--- src/rtl/bitwise_ctrl_pkg.sv ---
// Shared types for the bitwise operator arbiter: opcodes, FSM states, widths.
package bitwise_ctrl_pkg;

  localparam int unsigned OP_W          = 2;
  localparam int unsigned DEFAULT_WIDTH = 4;

  typedef enum logic [OP_W-1:0] {
    OP_OR    = 2'd0,
    OP_AND   = 2'd1,
    OP_NOT_A = 2'd2,
    OP_XOR   = 2'd3
  } op_e;

  typedef enum logic [1:0] {
    S_IDLE = 2'd0,
    S_EXEC = 2'd1,
    S_HOLD = 2'd2
  } state_e;

endpackage

--- src/rtl/bitwise_unit.sv ---
// Combinational bitwise operator: y = f(a, b, op), all operations at WIDTH bits.
// Optional feature macro: BITWISE_XOR_EN (op 3 = A^B; otherwise op 3 is illegal).
// Ports:
//   a, b  in   WIDTH  operands
//   op    in   2      opcode (op_e)
//   y     out  WIDTH  result (0 when err)
//   err   out  1      opcode illegal in this build
module bitwise_unit
  import bitwise_ctrl_pkg::*;
#(
  parameter int unsigned WIDTH = DEFAULT_WIDTH
) (
  input  logic [WIDTH-1:0] a,
  input  logic [WIDTH-1:0] b,
  input  logic [1:0]       op,
  output logic [WIDTH-1:0] y,
  output logic             err
);

  // Opcode decode; illegal opcodes return zero with err set.
  always_comb begin
    y   = '0;
    err = 1'b0;
    case (op_e'(op))
      OP_OR:    y = a | b;
      OP_AND:   y = a & b;
      OP_NOT_A: y = ~a;
      OP_XOR: begin
`ifdef BITWISE_XOR_EN
        y = a ^ b;
`else
        err = 1'b1;
`endif
      end
    endcase
  end

endmodule

--- src/rtl/bitwise_op_arbiter.sv ---
// Two-requester round-robin front end for a shared bitwise operator unit.
// Accepts one operation at a time (IDLE -> EXEC -> HOLD -> IDLE) and returns a
// registered result tagged with the issuing requester.
// Optional feature macro: BITWISE_XOR_EN (passed through to bitwise_unit).
// Ports:
//   clk, reset                 clock, async active-high reset
//   reqN_valid/ready           request handshake (ready is combinational, IDLE only)
//   reqN_a, reqN_b, reqN_op    request operands and opcode
//   res_valid/ready            result handshake
//   res_data, res_id, res_err  registered result, issuing requester, illegal-op flag
module bitwise_op_arbiter
  import bitwise_ctrl_pkg::*;
#(
  parameter int unsigned WIDTH = DEFAULT_WIDTH
) (
  input  logic             clk,
  input  logic             reset,
  input  logic             req0_valid,
  output logic             req0_ready,
  input  logic [WIDTH-1:0] req0_a,
  input  logic [WIDTH-1:0] req0_b,
  input  logic [1:0]       req0_op,
  input  logic             req1_valid,
  output logic             req1_ready,
  input  logic [WIDTH-1:0] req1_a,
  input  logic [WIDTH-1:0] req1_b,
  input  logic [1:0]       req1_op,
  output logic             res_valid,
  input  logic             res_ready,
  output logic [WIDTH-1:0] res_data,
  output logic             res_id,
  output logic             res_err
);

  state_e           r_state;
  logic             r_last_grant;
  logic [WIDTH-1:0] r_a;
  logic [WIDTH-1:0] r_b;
  logic [1:0]       r_op;
  logic             r_id;
  logic             r_res_valid;
  logic [WIDTH-1:0] r_res_data;
  logic             r_res_id;
  logic             r_res_err;

  logic             w_any_valid;
  logic             w_grant_id;
  logic             w_accept;
  logic [WIDTH-1:0] w_y;
  logic             w_err;

  // Round robin: on a tie the requester that did not win last time is granted.
  assign w_any_valid = req0_valid | req1_valid;
  assign w_grant_id  = (req0_valid & req1_valid) ? ~r_last_grant : req1_valid;

  // Ready is masked by reset so no accept pulse can escape while reset is held.
  assign w_accept   = (r_state == S_IDLE) & w_any_valid & ~reset;
  assign req0_ready = w_accept & ~w_grant_id;
  assign req1_ready = w_accept &  w_grant_id;

  assign res_valid = r_res_valid;
  assign res_data  = r_res_data;
  assign res_id    = r_res_id;
  assign res_err   = r_res_err;

  bitwise_unit #(
    .WIDTH (WIDTH)
  ) u_unit (
    .a   (r_a),
    .b   (r_b),
    .op  (r_op),
    .y   (w_y),
    .err (w_err)
  );

  // Control FSM with operand latch and result registers.
  always_ff @(posedge clk or posedge reset) begin
    if (reset) begin
      r_state      <= S_IDLE;
      r_last_grant <= 1'b1;
      r_a          <= '0;
      r_b          <= '0;
      r_op         <= '0;
      r_id         <= 1'b0;
      r_res_valid  <= 1'b0;
      r_res_data   <= '0;
      r_res_id     <= 1'b0;
      r_res_err    <= 1'b0;
    end else begin
      case (r_state)
        S_IDLE: begin
          if (w_accept) begin
            r_a          <= w_grant_id ? req1_a  : req0_a;
            r_b          <= w_grant_id ? req1_b  : req0_b;
            r_op         <= w_grant_id ? req1_op : req0_op;
            r_id         <= w_grant_id;
            r_last_grant <= w_grant_id;
            r_state      <= S_EXEC;
          end
        end
        S_EXEC: begin
          r_res_data  <= w_y;
          r_res_id    <= r_id;
          r_res_err   <= w_err;
          r_res_valid <= 1'b1;
          r_state     <= S_HOLD;
        end
        S_HOLD: begin
          if (r_res_valid & res_ready) begin
            r_res_valid <= 1'b0;
            r_state     <= S_IDLE;
          end
        end
        default: r_state <= S_IDLE;
      endcase
    end
  end

endmodule

--- config.mk ---
export PLATFORM = sky130hd
export DESIGN_NAME = bitwise_op_arbiter
export DESIGN_NICKNAME = d
export VERILOG_FILES = /design/src/rtl/bitwise_ctrl_pkg.sv /design/src/rtl/bitwise_unit.sv /design/src/rtl/bitwise_op_arbiter.sv
export SDC_FILE = /design/constraint.sdc
export NUM_CORES = 1
export LEC_CHECK = 0
export BUFFER_PORTS_ARGS = -buffer_cell sky130_fd_sc_hd__buf_2
export CORE_AREA = 4 4 52 54
export DETAILED_ROUTE_END_ITERATION = 10
export DIE_AREA = 0 0 56 58
export PLACE_DENSITY = 0.73
export SLEW_MARGIN = 20
export SYNTH_ARGS = -nofsm -noshare
export SYNTH_HDL_FRONTEND = slang
export SYNTH_SLANG_ARGS = --single-unit
--- constraint.sdc ---
create_clock -name clk -period 1.77 [get_ports clk]
set_input_delay 0.354 -clock clk [delete_from_list [all_inputs] [get_ports clk]]
set_output_delay 0.354 -clock clk [all_outputs]
set_load 0.005 [all_outputs]
---- After elaboration in Yosys (flattened, before gate mapping) ----
Cells that the tools add are included.
storage, ports and cells
  output and inout port bits .............. 9
  register bits ........................... 21
  input port bits ......................... 25
operators by class
  reduce and logical (&&, ||, !) cells .... 6
  eq/ne operators ......................... 7
  bitwise operators ....................... 13
  mux-type cells .......................... 11
operators by type and width
  kind                                                 count
  case mux 4 bit (3 select lines)                      1
  two-way mux 4 bit                                    2
  AND 1 bit                                            6
  equality test 2 bit, second input constant           3
  two-way mux 2 bit                                    3
  case mux 2 bit (3 select lines)                      1
  AND reduction 2 bit                                  3
  AND 4 bit                                            1
  equality test 2 x 1 -> 1 bit, second input constant  2
  zero test 2 bit                                      2
  != test 2 bit, second input constant                 2
  inverter 4 bit                                       1
  OR 4 bit                                             1
  two-way mux 1 bit                                    3
  inverter 1 bit                                       3
  case mux 1 bit (2 select lines)                      1
  nonzero test 2 bit                                   1
  OR 1 bit                                             1

---- Depth between registers and ports, before layout ----
Gate-level depths: netlist of the first run.
  word-level depth ........................ 5
  gate-level depth with buffers ........... 4

---- By module ----
From an unflattened synthesis of the first run, not the netlist that was laid out.
second synthesis, totals
  cells, all modules ...................... 84
  area total of the unflattened synthesis .. 1153.6 um^2
modules (own cells, without submodules)
  module              cells an instance  instances  area each (um^2)
  bitwise_op_arbiter  70                 1          1036.0
  bitwise_unit        14                 1          117.6

---- Worst setup path after synthesis of the first run ----
No wires, ideal clock.
  kind .................................... register -> output
  from .................................... register r_last_grant
  to ...................................... output req1_ready
  path buffers ............................ 1
  arrival time ............................ 0.992 ns
  setup slack ............................. 0.424 ns
  stages on the path, launching flop included .. 4
  path through ............................ dfstp_2 a21bo_2 clkbuf_1 nor4_1
between the ends
  longest elaborated chain between the ends .. 3
RTL lines
  what                    line                      RTL
  start, declared         bitwise_op_arbiter.sv:36  logic r_last_grant;
  start signal, assigned  bitwise_op_arbiter.sv:97  r_last_grant <= w_grant_id;
  inverter 1 bit          bitwise_op_arbiter.sv:54  assign w_grant_id = (req0_valid & req1_valid) ? ~r_last_grant : req1_valid;
  two-way mux 1 bit       bitwise_op_arbiter.sv:54
  AND 1 bit               bitwise_op_arbiter.sv:59  assign req1_ready = w_accept & w_grant_id;
  end, declared           bitwise_op_arbiter.sv:24  output logic req1_ready,
Every way passes these cells.

---- Worst setup path after layout of the first run ----
  from .................................... register r_last_grant
  to ...................................... output req0_ready
between the ends
  longest elaborated chain between the ends .. 4
RTL lines
  what               line                      RTL
  inverter 1 bit     bitwise_op_arbiter.sv:54
  two-way mux 1 bit  bitwise_op_arbiter.sv:54
  inverter 1 bit     bitwise_op_arbiter.sv:58  assign req0_ready = w_accept & ~w_grant_id;
  AND 1 bit          bitwise_op_arbiter.sv:58
  end, declared      bitwise_op_arbiter.sv:19  output logic req0_ready,
Every way passes these cells.

==> results of run 1 <==
==> per-stage QoR <==
| stage | hold slack, ns | std cells | area, um2 |
|---|---|---|---|
| final | 0.01948 | 154 | 1239 |
| after global routing | 0.01811 | 154 | 1239 |
| after CTS | 0.02093 | 154 | 1232 |
| after detailed placement | 0.3584 | 149 | 1196 |
| after global placement | 0.3618 | 149 | 1196 |
| after floorplan | 0.3298 | 94 | 1023 |
==> per-layer routing <==
layer,track usage [%],wire length (um),vias up
li1,-,-,426
met1,18.79,975,432
met2,25.71,1139,30
met3,5.345,148,2
met4,2.373,13,0
met5,0,0,-
==> flip-flops by register name, indices dropped and copies added, names as in the netlist <==
| signal | count |
|---|---|
| res_err | 1 |
| r_state | 2 |
| r_a | 4 |
| r_op | 2 |
| r_b | 4 |
| r_last_grant | 1 |
| res_valid | 1 |
| r_id | 1 |
| res_data | 4 |
| res_id | 1 |
==> critical path, cell delays in order, from the launching register on <==
cell and delay [ns]:
sky130_fd_sc_hd__dfstp_2 0.41, sky130_fd_sc_hd__nor2b_2 0.37, sky130_fd_sc_hd__nor3b_1 0.09, sky130_fd_sc_hd__buf_2 0.14
==> cell families after synthesis <==
group | Yosys count | share of synthesized area (%)
AND/OR/NAND/NOR | 21 | 11.00
multiplexers | 1 | 1.100
AO/OA/AOI/OAI | 38 | 30.44
flip-flops | 21 | 51.47
buffers and inverters | 13 | 5.990
==> cells in the mapped netlist <==
| master | n |
|---|---|
| sky130_fd_sc_hd__dfrtp_1 | 20 |
| sky130_fd_sc_hd__a2bb2oi_1 | 10 |
| sky130_fd_sc_hd__o32ai_1 | 10 |
| sky130_fd_sc_hd__nand2_1 | 8 |
| sky130_fd_sc_hd__inv_1 | 5 |
| sky130_fd_sc_hd__buf_2 | 4 |
| sky130_fd_sc_hd__o21ai_0 | 4 |
| sky130_fd_sc_hd__nor2_1 | 3 |
| sky130_fd_sc_hd__a21oi_1 | 2 |
| sky130_fd_sc_hd__a221o_1 | 2 |
| sky130_fd_sc_hd__a221oi_1 | 2 |
| sky130_fd_sc_hd__a22o_1 | 2 |
| sky130_fd_sc_hd__clkbuf_1 | 2 |
| sky130_fd_sc_hd__nor2b_1 | 2 |
| sky130_fd_sc_hd__nor3_1 | 2 |
| sky130_fd_sc_hd__o21bai_1 | 2 |
| sky130_fd_sc_hd__a21bo_2 | 1 |
| sky130_fd_sc_hd__a21boi_0 | 1 |
| sky130_fd_sc_hd__buf_1 | 1 |
| sky130_fd_sc_hd__buf_6 | 1 |
| sky130_fd_sc_hd__dfstp_2 | 1 |
| sky130_fd_sc_hd__mux2_2 | 1 |
| sky130_fd_sc_hd__nand2b_1 | 1 |
| sky130_fd_sc_hd__nand3_1 | 1 |
| sky130_fd_sc_hd__nand3b_1 | 1 |
| sky130_fd_sc_hd__nor3_4 | 1 |
| sky130_fd_sc_hd__nor3b_1 | 1 |
| sky130_fd_sc_hd__nor4_1 | 1 |
| sky130_fd_sc_hd__o21a_1 | 1 |
| sky130_fd_sc_hd__o221a_2 | 1 |
==> worst paths after layout <==
| kind | start | end | slack, ns | cells past startpoint |
|---|---|---|---|---|
| hold reg to reg | res_data[3]$_DFFE_PP0P_ | res_data[3]$_DFFE_PP0P_ | 0.49 | 2 |
| hold / removal | reset | r_b[3]$_DFFE_PP0P_ | 0.02 | 2 |
| min in group clk | res_ready | r_state[1]$_DFFE_PP0P_ | 0.34 | 4 |
| setup / recovery | r_last_grant$_DFFE_PP1P_ | req0_ready | 0.11 | 3 |
| setup reg to reg | r_state[0]$_DFFE_PP0P_ | r_op[1]$_DFFE_PP0P_ | 0.29 | 4 |
| max in group asynchronous | reset | res_data[1]$_DFFE_PP0P_ | 1.26 | 3 |
==> power by group through the flow <==
stage,Sequential [W],Clock [W],Combinational [W]
finish,0.000938,0.000223,0.000683
floorplan,0.000858,0,0.000545
detailed placement,0.000939,0,0.000671
global route,0.000980,0.000260,0.000763
global placement,0.000926,0,0.000646
CTS,0.000933,0.000235,0.000686
==> final cells by class <==
type	instances	area (um2)	area share [%]
Clock buffer	4	26.28	2.121
Inverter	5	18.77	1.515
Multi-Input combinational cell	60	444.2	35.86
Sequential cell	21	526.8	42.53
Tap cell	28	35.03	2.828
Timing Repair Buffer	36	187.7	15.15
==> timing repair <==
item	in CTS	in global routing
gates resized for setup	1	1
endpoints found under the setup margin	1	1
setup buffers	1	0
hold buffers	0	0
pin swaps	1	0
==> results.md, run 1 <==
* Category of the most critical setup path: reg2out
* Period utilization at 93.75%
* Die area at 0.003248 mm2
* Area of the mapped netlist at 0.001023 mm2
* Achievable frequency at 602.6 MHz
* Filler cell count in the final layout at 210
* Layout Area Growth over Synthesis at 21.03%
* Number of clock buffers inserted by TritonCTS at 3
* Largest net degree at the start of global routing at 15
* Area of the core at 0.002212 mm2
* Number of remaining DRC errors at 0
* Core utilization of the finished layout at 56.00%
* Switch Pwr at 0.0006632 W
* Period minus WS final at 1.659 ns
* Initial antenna violation count at 0
* Largest area contributor in the synthesized netlist: sky130_fd_sc_hd__dfrtp_1
* Number of instances in the synthesized netlist at 94
* Clock tree root buffer cell: sky130_fd_sc_hd__clkbuf_4
* Final setup violation count at 0
* Clock insertion delay at the later pin of the skew report at 0.30 ns
* Top-area cell type share of the netlist area at 48.90%
* Synthesized netlist net count at 119
* Post-route ant nets at 0
* Startpoint kind of the worst setup timing path: flip-flop
* Run status: completed
* Avg Inst Size Synth at 10.89 um2
* Io pins at 34
* # clock sinks at 21
* Max-slew violation count at 0
* Number of flip-flops and latches in the synthesized netlist at 21
* Hold crit path type: in2async
* Final layout net count at 152
* Maximum count of clock buffers along a single path at 2
* Global-route wire length before repair at 3857 um
* Initial cell density of the core at 46.27%
* # H-tree levels at 1
* Setup repair after global routing missed its margin: false
* Via count of the first global-routing pass at 869
* Ratio of total power to cell area at 1489 mW/mm2
* Switching share of power at 35.95%
* GRT overflow at 0
* Smallest setup slack after layout at 0.1105 ns
* Maximum resistive drop on vdd at 0.8119 mV
* Total wire length after detailed routing at 2277 um
* Via count normalized by instance count at 5.779
* Combinational share of power at 37.1%
* Number of warnings printed during yosys synthesis at 0
* Worst Max-Slew Pin Slew at 0.4350 ns
* Total track usage at 15.05%
* Setup TNS at 0 ns
* Total half-perimeter wirelength after legalization and detailed placement at 1694 um
* Leading post-synthesis cells by cell area: sky130_fd_sc_hd__dfrtp_1, sky130_fd_sc_hd__a2bb2oi_1, sky130_fd_sc_hd__o32ai_1
* Violation count after the first detailed-route iteration at 18
* Critical path capture point type: output pin
* Sequential cell fraction of total power at 50.8%
* 1st-pass router iterations at 4
* Top library cells by usage in the layout, fill and taps aside: sky130_fd_sc_hd__buf_2, sky130_fd_sc_hd__dfrtp_1, sky130_fd_sc_hd__o32ai_1, sky130_fd_sc_hd__a2bb2oi_1, sky130_fd_sc_hd__nand2_1
* Clock share of power at 12.1%
* Cell leakage power at 0.5844 nW
* Most common cell after layout, fill and taps aside: sky130_fd_sc_hd__buf_2
* Standard-cell row count at 17
* Floorplan die width at 56 um
* Number of distinct library cells after synthesis at 30
* Hold violation count in the final report at 0
* Internal Dissipation at 0.001181 W
* Clock input transition at the sequential cells of the worst setup and hold paths at 0.11 ns
* Vias after detailed routing at 890
* Worst Skew at 0.003752 ns
* Number of maximum-capacitance constraint violations at 0
* Die extent in y at 58 um
* Worst-path fanout max at 11
* Drt wl/cell at 14.79 um
* Worst-case setup slack after placement at 0.09927 ns
* Placer congestion estimate at 0.7170
* Clock tree from TritonCTS: built
* Required time of the critical path at 1.42 ns
* ANT cells at 0
* Relative slew slack at 70.87%
* Count of input and output buffers at 33
* Ratio of cells with drive above 1 in the final layout at 35.71%
* Register area share after synthesis at 51.47%
* Critical Path AT at 1.31 ns
* Total power draw at 0.001844 W
No activity file was read; power rests on OpenSTA's default activity.
==> run 2, diff against run 1 <==
- CORE_AREA: 4 4 52 54 -> 4 4 54 51
- DIE_AREA: 0 0 56 58 -> 0 0 58 55
- PLACE_DENSITY: 0.73 -> 0.75
==> results.md, run 2 (same netlist as run 1, synthesis figures left out) <==
* Floorplan die width at 58 um (was 56 um)
* Clock input transition at the sequential cells of the worst setup and hold paths at 0.13 ns (was 0.11 ns)
* Clock tree from TritonCTS: built (unchanged)
* Total half-perimeter wirelength after legalization and detailed placement at 1834 um (was 1694 um)
* 1st-pass router iterations at 4 (unchanged)
* Chain of cells forming the critical path: a21bo_2, nor4_1, buf_2 (was nor2b_2, nor3b_1, buf_2)
* Critical path capture point type: output pin (unchanged)
* Ratio of cells with drive above 1 in the final layout at 37.30% (was 35.71%)
* Io pins at 34 (unchanged)
* GRT overflow at 0 (unchanged)
* Via count of the first global-routing pass at 852 (was 869)
* Die area at 0.003190 mm2 (was 0.003248 mm2)
* # H-tree levels at 1 (unchanged)
* Hold violation count in the final report at 1 (was 0)
* Number of maximum-capacitance constraint violations at 0 (unchanged)
* Worst Max-Slew Pin Slew at 0.4218 ns (was 0.4350 ns)
* Setup repair after global routing missed its margin: false (unchanged)
* Worst slack on hold paths at -0.002047 ns (was 0.01948 ns)
* Post-route ant nets at 0 (unchanged)
* CP top delay family: flip-flops (was simple AND/OR/NAND/NOR gates)
* Initial cell density of the core at 47.34% (was 46.27%)
* Vias after detailed routing at 897 (was 890)
* Critical path's slowest cell: sky130_fd_sc_hd__dfstp_2 (unchanged)
* Placer congestion estimate at 0.8000 (was 0.7170)
* Violation count after the first detailed-route iteration at 29 (was 18)
* Initial antenna violation count at 0 (unchanged)
* Core utilization of the finished layout at 57.06% (was 56.00%)
* Cell leakage power at 0.5836 nW (was 0.5844 nW)
* Run status: finished with violations (was completed)
* Ratio of total power to cell area at 1512 mW/mm2 (was 1489 mW/mm2)
* Area of the core at 0.002162 mm2 (was 0.002212 mm2)
* Most common cell after layout, fill and taps aside: sky130_fd_sc_hd__buf_2 (unchanged)
* ANT cells at 0 (unchanged)
* Clock insertion delay at the later pin of the skew report at 0.31 ns (was 0.30 ns)
* Top library cells by usage in the layout, fill and taps aside: sky130_fd_sc_hd__buf_2, sky130_fd_sc_hd__dfrtp_1, sky130_fd_sc_hd__o32ai_1, sky130_fd_sc_hd__a2bb2oi_1, sky130_fd_sc_hd__nand2_1 (unchanged)
* Standard-cell row count at 16 (was 17)
* Number of remaining DRC errors at 0 (unchanged)
* # clock sinks at 21 (unchanged)
* Total track usage at 16.96% (was 15.05%)
* Layout Area Growth over Synthesis at 20.54% (was 21.03%)
* Hold bufs inserted after CTS at 0 (unchanged)
* Cell area after layout at 0.001234 mm2 (was 0.001239 mm2)
* Worst-path fanout max at 11 (unchanged)
* Maximum resistive drop on vdd at 0.7836 mV (was 0.8119 mV)
* Global-route wire length before repair at 4029 um (was 3857 um)
* Final setup violation count at 0 (unchanged)
* Period minus WS final at 1.694 ns (was 1.659 ns)
* Via count normalized by instance count at 5.863 (was 5.779)
* Largest net degree at the start of global routing at 15 (unchanged)
* Violated checks: negative hold slack
* Final layout net count at 152 (unchanged)
* Startpoint kind of the worst setup timing path: flip-flop (unchanged)
* Required time of the critical path at 1.42 ns (about the same)
* Worst Skew at 0.001775 ns (was 0.003752 ns)
* Number of clock buffers inserted by TritonCTS at 3 (unchanged)
* Maximum count of clock buffers along a single path at 2 (unchanged)
* Largest stage delay on the critical path at 0.58 ns (was 0.41 ns)
* Critical Path AT at 1.34 ns (was 1.31 ns)
* Die extent in y at 55 um (was 58 um)
* CP bufs+invs at 1 (unchanged)
* Drt wl/cell at 15.66 um (was 14.79 um)
* Filler cell count in the final layout at 195 (was 210)
* Total wire length after detailed routing at 2396 um (was 2277 um)
* Period utilization at 95.73% (was 93.75%)
* Category of the most critical setup path: reg2out (unchanged)
* Clock tree root buffer cell: sky130_fd_sc_hd__clkbuf_4 (unchanged)
* Relative slew slack at 71.75% (was 70.87%)
* Hold crit path type: in2async (unchanged)
* Setup TNS at 0 ns (unchanged)
* Achievable frequency at 590.2 MHz (was 602.6 MHz)
* Count of input and output buffers at 33 (unchanged)
* Placed inst area at 0.001195 mm2 (was 0.001196 mm2)
* Max-slew violation count at 0 (unchanged)
run 2: final timing paths:
path                                                from  cells past startpoint                       to  slack [ns]
min in group clk                               res_ready                      4   r_state[1]$_DFFE_PP0P_        0.32
max in group asynchronous                          reset                      3   r_state[0]$_DFFE_PP0P_        1.28
worst min register to register   res_data[3]$_DFFE_PP0P_                      2  res_data[3]$_DFFE_PP0P_        0.49
worst min-delay path                               reset                      2         r_id$_DFFE_PP0P_      -0.002
worst max register to register    r_state[0]$_DFFE_PP0P_                      4       r_a[0]$_DFFE_PP0P_        0.30
worst max-delay path            r_last_grant$_DFFE_PP1P_                      3               req1_ready        0.08
run 2: worst reg2reg max path, stage by stage (launching register included):
cell and delay [ns]:
sky130_fd_sc_hd__dfrtp_2 0.48, sky130_fd_sc_hd__nor3_4 0.17, sky130_fd_sc_hd__buf_4 0.15, sky130_fd_sc_hd__o21a_1 0.38, sky130_fd_sc_hd__a2bb2oi_1 0.21
run 2: cell type report:
| cell class | instances | area [um2] | share of cell area [%] |
|---|---|---|---|
| clock buffer | 3 | 22.52 | 1.826 |
| clock inverter | 1 | 5.005 | 0.4057 |
| inverter | 5 | 18.77 | 1.521 |
| multi-input combinational | 60 | 437.9 | 35.50 |
| sequential | 21 | 528.0 | 42.80 |
| tap | 27 | 33.78 | 2.738 |
| timing repair buffer | 36 | 187.7 | 15.21 |
run 2: routing by layer:
layer	global-route usage (%)	part of all wire (%)	vias to the layer above
li1	-	-	430
met1	22.14	44	433
met2	27.63	48	32
met3	4.872	7.0	2
met4	5.019	0.75	0
met5	0	0	-
run 2: repair_timing:
action	4_1_cts	5_1_grt
buffers inserted	1	0
setup endpoints to repair	1	1
pin swaps	1	0
gates resized for setup	1	1
cloned	0	0
run 2: report_power, final:
part           total, W  switching (W)  internal [W]
logic          0.000677       0.000296      0.000381
registers      0.000944       0.000235      0.000709
clock network  0.000243       0.000159     0.0000845
total           0.00186       0.000690       0.00117
run 2: stage by stage:
step | power, W | setup slack [ns] | cells | hold slack [ns]
2_1_floorplan | 0.001402 | 0.4244 | 94 | 0.3298
3_3_place_gp | 0.001575 | 0.1257 | 148 | 0.3511
3_5_place_dp | 0.001621 | 0.1137 | 148 | 0.3523
4_1_cts | 0.001866 | 0.07892 | 153 | 0.005850
5_1_grt | 0.002009 | 0.01828 | 153 | 0.003364
6_report | 0.001865 | 0.07554 | 153 | -0.002047
==> run 3, diff against run 2 <==
- HOLD_SLACK_MARGIN: default -> 0.12
==> results.md, run 3 (same netlist as run 1, synthesis figures left out) <==
* Critical path's slowest cell: sky130_fd_sc_hd__dfstp_2 (unchanged)
* Maximum resistive drop on vdd at 0.7838 mV (was 0.7836 mV)
* Switching share of power at 36.75% (was 37.00%)
* Initial cell density of the core at 47.34% (unchanged)
* Final setup violation count at 0 (unchanged)
* Number of remaining DRC errors at 0 (unchanged)
* ANT cells at 0 (unchanged)
* Via count normalized by instance count at 5.870 (was 5.863)
* Worst Hold Depth at 4
* Largest stage delay on the critical path at 0.57 ns (was 0.58 ns)
* Io pins at 34 (unchanged)
* Number of maximum-capacitance constraint violations at 0 (unchanged)
* Number of clock buffers inserted by TritonCTS at 3 (unchanged)
* Hold violation count in the final report at 0 (was 1)
* # H-tree levels at 1 (unchanged)
* Placer congestion estimate at 0.8000 (unchanged)
* Total track usage at 17.06% (was 16.96%)
* Most common cell after layout, fill and taps aside: sky130_fd_sc_hd__buf_2 (unchanged)
* Period utilization at 95.17% (was 95.73%)
* Total wire length after detailed routing at 2383 um (was 2396 um)
* Setup slack of the worst register-to-register path at 0.30 ns (about the same)
* Clock tree root buffer cell: sky130_fd_sc_hd__clkbuf_4 (unchanged)
* Ratio of cells with drive above 1 in the final layout at 37.01% (was 37.30%)
* Die area at 0.003190 mm2 (unchanged)
* Clock share of power at 12.7% (was 13.1%)
* Relative slew slack at 72.06% (was 71.75%)
* Die extent in y at 55 um (unchanged)
* Category of the most critical setup path: reg2out (unchanged)
* Global-route wire length before repair at 4057 um (was 4029 um)
* Final layout net count at 153 (was 152)
* Depth of the worst register-to-register path at 4 (unchanged)
* Setup TNS at 0 ns (unchanged)
* Via count of the first global-routing pass at 854 (was 852)
* Cell leakage power at 0.5877 nW (was 0.5836 nW)
* Worst Skew at 0.008738 ns (was 0.001775 ns)
* Clock insertion delay at the later pin of the skew report at 0.31 ns (about the same)
* Floorplan die width at 58 um (unchanged)
* Area of the core at 0.002162 mm2 (unchanged)
* Ratio of total power to cell area at 1495 mW/mm2 (was 1512 mW/mm2)
* Switch Pwr at 0.0006833 W (was 0.0006900 W)
* 1st-pass router iterations at 4 (unchanged)
* Layout Area Growth over Synthesis at 21.52% (was 20.54%)
* Worst-path fanout max at 11 (unchanged)
* Run status: completed (was finished with violations)
* GRT overflow at 0 (unchanged)
* Critical path capture point type: output pin (unchanged)
* Drt wl/cell at 15.47 um (was 15.66 um)
* Largest net degree at the start of global routing at 15 (unchanged)
* Instance count after placement with tap cells included at 148 (unchanged)
* Vias after detailed routing at 904 (was 897)
* Chain of cells forming the critical path: a21bo_2, nor4_1, buf_2 (unchanged)
* Count of input and output buffers at 33 (unchanged)
* Combinational share of power at 36.4% (was 36.3%)
* Clock input transition at the sequential cells of the worst setup and hold paths at 0.13 ns (about the same)
* Required time of the critical path at 1.42 ns (about the same)
* Initial antenna violation count at 0 (unchanged)
* Clock tree from TritonCTS: built (unchanged)
* Setup repair after global routing missed its margin: false (unchanged)
* Critical Path AT at 1.33 ns (was 1.34 ns)
* Post-route ant nets at 0 (unchanged)
* Standard-cell row count at 16 (unchanged)
* Max-slew violation count at 0 (unchanged)
* Worst Max-Slew Pin Slew at 0.4172 ns (was 0.4218 ns)
* Achievable frequency at 593.6 MHz (was 590.2 MHz)
* Startpoint kind of the worst setup timing path: flip-flop (unchanged)
* Maximum count of clock buffers along a single path at 2 (unchanged)
* Filler cell count in the final layout at 193 (was 195)
* Violation count after the first detailed-route iteration at 22 (was 29)
* Non-filler instance count after layout at 154 (was 153)
* # clock sinks at 21 (unchanged)
* Hold crit path type: in2reg (was in2async)
* Internal Dissipation at 0.001176 W (was 0.001175 W)
* Top library cells by usage in the layout, fill and taps aside: sky130_fd_sc_hd__buf_2, sky130_fd_sc_hd__dfrtp_1, sky130_fd_sc_hd__o32ai_1, sky130_fd_sc_hd__a2bb2oi_1, sky130_fd_sc_hd__nand2_1 (unchanged)
* Period minus WS final at 1.685 ns (was 1.694 ns)
* Total half-perimeter wirelength after legalization and detailed placement at 1834 um (unchanged)
* Sequential cell fraction of total power at 50.8% (was 50.6%)
==> run 3: final timing paths <==
path	end	start
setup reg to reg	r_a[0]$_DFFE_PP0P_	r_state[0]$_DFFE_PP0P_
max in group asynchronous	r_state[0]$_DFFE_PP0P_	reset
hold / removal	r_state[1]$_DFFE_PP0P_	res_ready
hold reg to reg	res_data[3]$_DFFE_PP0P_	res_data[3]$_DFFE_PP0P_
setup / recovery	req1_ready	r_last_grant$_DFFE_PP1P_
min in group asynchronous	r_id$_DFFE_PP0P_	reset
==> run 3: cell type report <==
| cell class | instances | area (um2) | area share, % |
|---|---|---|---|
| clock inverters | 1 | 5.005 | 0.4024 |
| repair buffers | 37 | 197.7 | 15.90 |
| well taps | 27 | 33.78 | 2.716 |
| inverters | 5 | 18.77 | 1.509 |
| flip-flops and latches | 21 | 528.0 | 42.45 |
| multi-input cells | 60 | 437.9 | 35.21 |
| clock buffers | 3 | 22.52 | 1.811 |
==> run 3: metrics by stage <==
step / hold WS [ns] / power (W) / utilization, % / area, um2 / setup slack (ns)
finish: 0.3201 / 0.001859 / 57.52 / 1244 / 0.08543
global route: 0.3184 / 0.002011 / 57.52 / 1244 / 0.01828
CTS: 0.3131 / 0.001868 / 57.47 / 1242 / 0.07892
detailed placement: 0.3523 / 0.001621 / 55.27 / 1195 / 0.1137
global placement: 0.3511 / 0.001575 / 55.27 / 1195 / 0.1257
floorplan: 0.3298 / 0.001402 / - / 1023 / 0.4244
==> run 3: repair_timing <==
action | CTS | global route
gates resized for setup | 1 | 1
endpoints found under the setup margin | 1 | 1
hold endpoints to repair | 6 | 0
hold buffers | 1 | 0
cloned | 0 | 0
pin swaps | 1 | 0
buffers inserted | 1 | 0
==> run 3: layer usage <==
| layer | vias up | GRT usage [%] | share of wire (%) | routed length (um) |
|---|---|---|---|---|
| met5 | - | 0 | 0 | 0 |
| met4 | 0 | 5.019 | 0 | 0 |
| met3 | 0 | 4.872 | 7.8 | 186 |
| met2 | 41 | 27.44 | 49 | 1174 |
| met1 | 431 | 22.58 | 43 | 1022 |
| li1 | 432 | - | - | - |
==> run 3: power groups by stage <==
stage	registers (W)	clock network, W	logic, W
after floorplan	0.000858	0	0.000545
after global routing	0.000982	0.000271	0.000758
after global placement	0.000929	0	0.000646
final	0.000945	0.000237	0.000678
after detailed placement	0.000946	0	0.000675
after CTS	0.000940	0.000241	0.000686
==> run 3: worst max-delay path, delay by kind of cell (launching register included) <==
kind                   cells  cell delay [ns]
buffers and inverters      1             0.13
DFF                        1             0.57
AOI/OAI and AO/OA          1             0.26
and+or+nand+nor            1             0.07
